--- src/rtl/multicycle_control_unit_pkg.sv ---
// Shared encodings for the multicycle control unit: FSM states, ALUOp/ALUControl codes, opcodes.
// The ILLEGAL state exists only when CTRL_ILLEGAL_TRAP_EN is defined.
package multicycle_control_unit_pkg;

  localparam int STATE_ENC_W = 4;

  typedef enum logic [STATE_ENC_W-1:0] {
    S_FETCH    = 4'd0,
    S_DECODE   = 4'd1,
    S_MEMADR   = 4'd2,
    S_MEMREAD  = 4'd3,
    S_MEMWB    = 4'd4,
    S_MEMWRITE = 4'd5,
    S_EXECR    = 4'd6,
    S_EXECI    = 4'd7,
    S_ALUWB    = 4'd8,
    S_BRANCH   = 4'd9,
    S_JAL      = 4'd10
`ifdef CTRL_ILLEGAL_TRAP_EN
    , S_ILLEGAL = 4'd11
`endif
  } state_t;

  typedef enum logic [1:0] {
    ALUOP_ADD   = 2'b00,
    ALUOP_SUB   = 2'b01,
    ALUOP_FUNCT = 2'b10
  } alu_op_t;

  typedef enum logic [2:0] {
    ALU_ADD = 3'b000,
    ALU_SUB = 3'b001,
    ALU_AND = 3'b010,
    ALU_OR  = 3'b011,
    ALU_XOR = 3'b100,
    ALU_SLT = 3'b101
  } alu_ctrl_t;

  localparam logic [6:0] OP_LOAD   = 7'b0000011;
  localparam logic [6:0] OP_STORE  = 7'b0100011;
  localparam logic [6:0] OP_RTYPE  = 7'b0110011;
  localparam logic [6:0] OP_ITYPE  = 7'b0010011;
  localparam logic [6:0] OP_BRANCH = 7'b1100011;
  localparam logic [6:0] OP_JAL    = 7'b1101111;

  // Immediate format select: I/load 00, S 01, B 10, J 11, anything else 00.
  function automatic logic [1:0] imm_src_of(input logic [6:0] op);
    case (op)
      OP_STORE:  return 2'b01;
      OP_BRANCH: return 2'b10;
      OP_JAL:    return 2'b11;
      default:   return 2'b00;
    endcase
  endfunction

endpackage

--- src/rtl/alu_op_decoder.sv ---
// ALU operation decoder: maps the FSM's ALUOp plus funct3/funct7b5/op[5] to an ALUControl code.
module alu_op_decoder
  import multicycle_control_unit_pkg::*;
(
  input  alu_op_t     alu_op,
  input  logic [2:0]  funct3,
  input  logic        funct7b5,
  input  logic        op5,
  output alu_ctrl_t   alu_ctrl
);

  always_comb begin
    // NOTE: the output gets a default before the case so every path assigns it and no latch is inferred.
    alu_ctrl = ALU_ADD;
    case (alu_op)
      ALUOP_SUB: alu_ctrl = ALU_SUB;
      ALUOP_FUNCT: begin
        case (funct3)
          3'b000:  alu_ctrl = (funct7b5 & op5) ? ALU_SUB : ALU_ADD;
          3'b010:  alu_ctrl = ALU_SLT;
          3'b100:  alu_ctrl = ALU_XOR;
          3'b110:  alu_ctrl = ALU_OR;
          3'b111:  alu_ctrl = ALU_AND;
          default: alu_ctrl = ALU_ADD;
        endcase
      end
      default: alu_ctrl = ALU_ADD;
    endcase
  end

endmodule

--- src/rtl/multicycle_control_unit.sv ---
// Moore-style control FSM for a multicycle RISC-V datapath with memory handshake and enable gating.
// Optional macro CTRL_ILLEGAL_TRAP_EN adds a sticky ILLEGAL trap state for unknown opcodes.
module multicycle_control_unit
  import multicycle_control_unit_pkg::*;
#(
  parameter int ALUCTRL_W = 3,
  parameter int STATE_W   = 4
) (
  input  logic                 clk,
  input  logic                 rst_n,
  input  logic [6:0]           op,
  input  logic [2:0]           funct3,
  input  logic                 funct7b5,
  input  logic                 Zero,
  input  logic                 MemReady,
  output logic                 PCWrite,
  output logic                 AdrSrc,
  output logic                 IRWrite,
  output logic                 MemWrite,
  output logic                 RegWrite,
  output logic [1:0]           ResultSrc,
  output logic [1:0]           ALUSrcA,
  output logic [1:0]           ALUSrcB,
  output logic [1:0]           ImmSrc,
  output logic [ALUCTRL_W-1:0] ALUControl,
  output logic                 Illegal
);

  logic [STATE_W-1:0] state_q;
  logic               running_q;
  state_t             state;
  state_t             state_d;

  logic       adr_src;
  logic       ir_write;
  logic       mem_write;
  logic       reg_write;
  logic       pc_update;
  logic       branch;
  logic [1:0] result_src;
  logic [1:0] alu_src_a;
  logic [1:0] alu_src_b;
  alu_op_t    alu_op;
  alu_ctrl_t  alu_ctrl;

  assign state = state_t'(state_q[STATE_ENC_W-1:0]);

  // The state only advances once running is set, so the idle cycle after reset never skips a fetch.
  always_ff @(posedge clk or negedge rst_n) begin
    // NOTE: only control registers are reset here; sequential state is updated with non-blocking assignments.
    if (!rst_n) begin
      state_q   <= STATE_W'(S_FETCH);
      running_q <= 1'b0;
    end else begin
      running_q <= 1'b1;
      if (running_q) state_q <= STATE_W'(state_d);
    end
  end

  always_comb begin
    state_d    = state;
    adr_src    = 1'b0;
    ir_write   = 1'b0;
    mem_write  = 1'b0;
    reg_write  = 1'b0;
    pc_update  = 1'b0;
    branch     = 1'b0;
    result_src = 2'b00;
    alu_src_a  = 2'b00;
    alu_src_b  = 2'b00;
    alu_op     = ALUOP_ADD;
    case (state)
      S_FETCH: begin
        alu_src_b  = 2'b10;
        result_src = 2'b10;
        if (MemReady) begin
          ir_write  = 1'b1;
          pc_update = 1'b1;
          state_d   = S_DECODE;
        end
      end
      S_DECODE: begin
        alu_src_a = 2'b01;
        alu_src_b = 2'b01;
        case (op)
          OP_LOAD, OP_STORE: state_d = S_MEMADR;
          OP_RTYPE:          state_d = S_EXECR;
          OP_ITYPE:          state_d = S_EXECI;
          OP_BRANCH:         state_d = S_BRANCH;
          OP_JAL:            state_d = S_JAL;
`ifdef CTRL_ILLEGAL_TRAP_EN
          default:           state_d = S_ILLEGAL;
`else
          default:           state_d = S_FETCH;
`endif
        endcase
      end
      S_MEMADR: begin
        alu_src_a = 2'b10;
        alu_src_b = 2'b01;
        state_d   = (op == OP_LOAD) ? S_MEMREAD : S_MEMWRITE;
      end
      S_MEMREAD: begin
        adr_src = 1'b1;
        if (MemReady) state_d = S_MEMWB;
      end
      S_MEMWB: begin
        result_src = 2'b01;
        reg_write  = 1'b1;
        state_d    = S_FETCH;
      end
      S_MEMWRITE: begin
        adr_src   = 1'b1;
        mem_write = 1'b1;
        if (MemReady) state_d = S_FETCH;
      end
      S_EXECR: begin
        alu_src_a = 2'b10;
        alu_op    = ALUOP_FUNCT;
        state_d   = S_ALUWB;
      end
      S_EXECI: begin
        alu_src_a = 2'b10;
        alu_src_b = 2'b01;
        alu_op    = ALUOP_FUNCT;
        state_d   = S_ALUWB;
      end
      S_ALUWB: begin
        reg_write = 1'b1;
        state_d   = S_FETCH;
      end
      S_BRANCH: begin
        alu_src_a = 2'b10;
        alu_op    = ALUOP_SUB;
        branch    = 1'b1;
        state_d   = S_FETCH;
      end
      S_JAL: begin
        alu_src_a = 2'b01;
        alu_src_b = 2'b10;
        pc_update = 1'b1;
        state_d   = S_ALUWB;
      end
`ifdef CTRL_ILLEGAL_TRAP_EN
      S_ILLEGAL: state_d = S_ILLEGAL;
`endif
      default: state_d = S_FETCH;
    endcase
  end

  alu_op_decoder u_alu_op_decoder (
    .alu_op   (alu_op),
    .funct3   (funct3),
    .funct7b5 (funct7b5),
    .op5      (op[5]),
    .alu_ctrl (alu_ctrl)
  );

  // funct3[0] distinguishes bne from beq, so one compare serves both branches.
  assign PCWrite    = running_q & (pc_update | (branch & (Zero ^ funct3[0])));
  assign IRWrite    = running_q & ir_write;
  assign MemWrite   = running_q & mem_write;
  assign RegWrite   = running_q & reg_write;
  assign AdrSrc     = adr_src;
  assign ResultSrc  = result_src;
  assign ALUSrcA    = alu_src_a;
  assign ALUSrcB    = alu_src_b;
  assign ImmSrc     = imm_src_of(op);
  assign ALUControl = ALUCTRL_W'(alu_ctrl);

`ifdef CTRL_ILLEGAL_TRAP_EN
  assign Illegal = (state == S_ILLEGAL);
`else
  assign Illegal = 1'b0;
`endif

endmodule

--- config.mk ---
export PLATFORM = sky130hd
export DESIGN_NAME = multicycle_control_unit
export DESIGN_NICKNAME = d
export VERILOG_FILES = /design/src/rtl/multicycle_control_unit_pkg.sv /design/src/rtl/alu_op_decoder.sv /design/src/rtl/multicycle_control_unit.sv
export SDC_FILE = /design/constraint.sdc
export NUM_CORES = 1
export LEC_CHECK = 0
export CORE_MARGIN = 2
export CORE_UTILIZATION = 46
export CTS_BUF_LIST = sky130_fd_sc_hd__clkbuf_8
export CTS_CLUSTER_DIAMETER = 150
export DETAILED_ROUTE_END_ITERATION = 7
export PLACE_DENSITY = 0.85
export SETUP_SLACK_MARGIN = 0.05
export SLEW_MARGIN = 40
export SYNTH_ARGS = -nofsm -noshare
export SYNTH_HDL_FRONTEND = slang
export SYNTH_HIERARCHICAL = 1
export SYNTH_SLANG_ARGS = --single-unit
--- constraint.sdc ---
create_clock -name clk -period 4.58 [get_ports clk]
set_input_delay 0.687 -clock clk [delete_from_list [all_inputs] [get_ports clk]]
set_output_delay 0.687 -clock clk [all_outputs]
set_load 0.005 [all_outputs]
==> qor.txt <==
Switching power -> 0.09023 mW
Die extent in y -> 44.10 um
Via total after detailed routing -> 834
Setup tns final -> 0 ps
Place WS -> 1544 ps
DP HPWL -> 1498 um
Share of post-route cells with drive strength above 1 -> 7.937%
Clk_lat worst skew -> 220 ps
Worst slew margin -> 64.95%
Hold_ws -> 691.9 ps
Compound-cell area share of the yosys netlist -> 24.20%
Final setup viols -> 0
Post-synth EDFFs -> 0
Logic pwr share -> 44.9%
Setup WS post-layout -> 1306 ps
Die W -> 44.10 um
Switching share of power -> 34.27%
First-pass GRT wire length -> 3325 um
DRC viols -> 0
CP bufs+invs -> 2
Post-synthesis mux area share -> 0%
Slew @ Worst Pin -> 525.7 ps
Die area -> 1944 um^2
IO Port Bufs -> 30
Total Power -> 0.2633 mW
DRT Pass-1 Iters -> 5
Syn avg cell area -> 7.250 um^2
Pin count of the biggest net entering global routing -> 18
Worst EP required -> 3890 ps
Top FF cell, synth -> dfrtp_1
Type of destination of the critical path -> primary output
Crit path max fanout -> 16
Initial antenna violation count -> 0
Mapped Area -> 739.5 um^2
FMAX -> 305.4 MHz
Worst vdd ir -> 157.6 uV
Commonest non-fill, non-tap cells in the layout -> 30 x clkdlybuf4s50_1, 10 x nor2_1, 8 x inv_1
CP Launch Type -> flop
Outcome -> finished, final reports clean
Largest family of logic cells by synthesized area -> simple AND/OR/NAND/NOR gates
Max-slew violation count -> 0
Initial Util -> 49.09%
Clock power share -> 30.1%
Final Hold Vio Count -> 0
Post-Synth XOR/XNOR Area -> 7.107%
Vias in the first global route -> 768
Core ar. -> 1506 um^2
Pwr per Cell Area -> 252.6 nW/um^2
# diodes -> 0
RSZ-0062 raised after global routing -> no
Final wirelength -> 1989 um
Yosys cell types -> 41
Hold buffer count at CTS -> 0
Largest delay contributor family on the critical path -> flip-flops
Via density -> 5.873
Post-synthesis adder-cell area fraction -> 3.384%
Setup crit start -> state[1]
GRT Util Overall -> 22.27%
Sequential area share after synthesis -> 16.92%
Final Cycle Share -> 71.49%
Asr flop ratio synth -> 100.0%
Drt wl/cell -> 14.01 um
Io pins -> 32
Setup Buffers After CTS -> 0
Post-route ant nets -> 0
Synth Register Bits -> 5
Max stage delay cell, worst path -> dfrtp_1
Worst path cell trace -> nand2b_1, nor2_1, inv_1, ha_1, nand2b_4, a221oi_2, clkdlybuf4s50_1
CTS tree -> built
CTS resizes -> 0
Reg-to-Reg Start -> state[1]
Row cnt -> 14
CTS Buf Count -> 3
Max-cap violations -> 0
Initial DRC Count -> 34
Synthesized instance count -> 102
Synth Warn # -> 6
Hold Path Class -> in2async
Placed Cells -> 138
Post-route insts no fill -> 142
Synth Area in Simple Gates -> 35.36%
Clock transition at path regs -> 40 ps
Type of the worst setup path -> reg2out
Area delta synth->final -> 40.95%
Layout Nets -> 144
Leakage -> 0.3945 nW
CP max stage delay -> 660 ps
CTS max path bufs -> 2
Share of power burned in registers -> 24.9%
Worst EP arrival -> 2590 ps
Gp weighted congestion -> 0.8006
Tmin final -> 3274 ps
Clock tree sinks -> 5
Setup slack, reg-to-reg -> 2830 ps
Max Clock Skew -> 2.580 ps
Gr ovfl total -> 0
CTS Root Cell -> clkbuf_8
Syn nets -> 119
H-tree Lvls -> 1
Commonest non-fill, non-tap cell in the layout -> clkdlybuf4s50_1
Pint -> 0.1731 mW
[metrics by stage]
step                util [%]  instance area [um^2]
detailed placement     66.20                 997.2
global route           69.19                  1042
CTS                    69.19                  1042
global placement       66.20                 997.2
finish                 69.19                  1042
floorplan                  -                 739.5
[worst paths after layout]
| check | to | depth (start not counted) |
|---|---|---|
| max | ALUControl[0] | 7 |
| min | state[0] | 1 |
| max reg2reg | state[3] | 4 |
| min reg2reg | state[2] | 1 |
| max in group asynchronous | state[3] | 1 |
| min in group clk | state[2] | 1 |
[logic make-up (layout without fill, tap and decap cells)]
group / Yosys count / in the layout
AO/OA/AOI/OAI: 24 / 24
other: 2 / 2
adder cells (fa/ha/maj): 2 / 2
flip-flops: 5 / 5
AND/OR/NAND/NOR: 46 / 46
XOR/XNOR: 6 / 6
buffers and inverters: 17 / 41
[flip-flops by register name, indices dropped and copies added, names as in the netlist]
name	cells
state	4
running_q	1
[cell usage after synthesis, types with 3 or more instances]
master | count | area, um^2
a21oi_1 | 5 | 25.02
and3_1 | 3 | 18.77
buf_4 | 4 | 30.03
dfrtp_1 | 5 | 125.1
inv_1 | 7 | 26.28
nand2_1 | 7 | 26.28
nand3_1 | 5 | 25.02
nor2_1 | 10 | 37.54
nor3_1 | 6 | 30.03
nor4_1 | 3 | 18.77
o22ai_1 | 3 | 18.77
o31ai_1 | 3 | 22.52
xnor2_1 | 4 | 35.03
[layout make-up]
type,count,area [um^2]
Clock buffer,3,41.29
Clock inverter,1,3.754
Fill cell,132,464.2
Inverter,7,26.28
Multi-Input combinational cell,80,525.5
Sequential cell,5,125.1
Tap cell,16,20.02
Timing Repair Buffer,30,300.3
[power by group through the flow]
stage	Clock [mW]	Combinational (mW)	Sequential, mW
after floorplan	0	0.0802	0.0523
after global placement	0	0.115	0.0652
after detailed placement	0	0.117	0.0656
after CTS	0.0807	0.118	0.0652
after global routing	0.0845	0.131	0.0670
final	0.0793	0.118	0.0656
[layer usage]
| layer | up-vias | part of all wire (%) | global-route usage [%] |
|---|---|---|---|
| li1 | 415 | - | - |
| met1 | 369 | 44 | 29.80 |
| met2 | 42 | 48 | 34.71 |
| met3 | 8 | 6.0 | 2.857 |
| met4 | 0 | 2.4 | 12.12 |
| met5 | - | 0 | 0 |
Note: power is estimated with default switching activity, not from simulation.
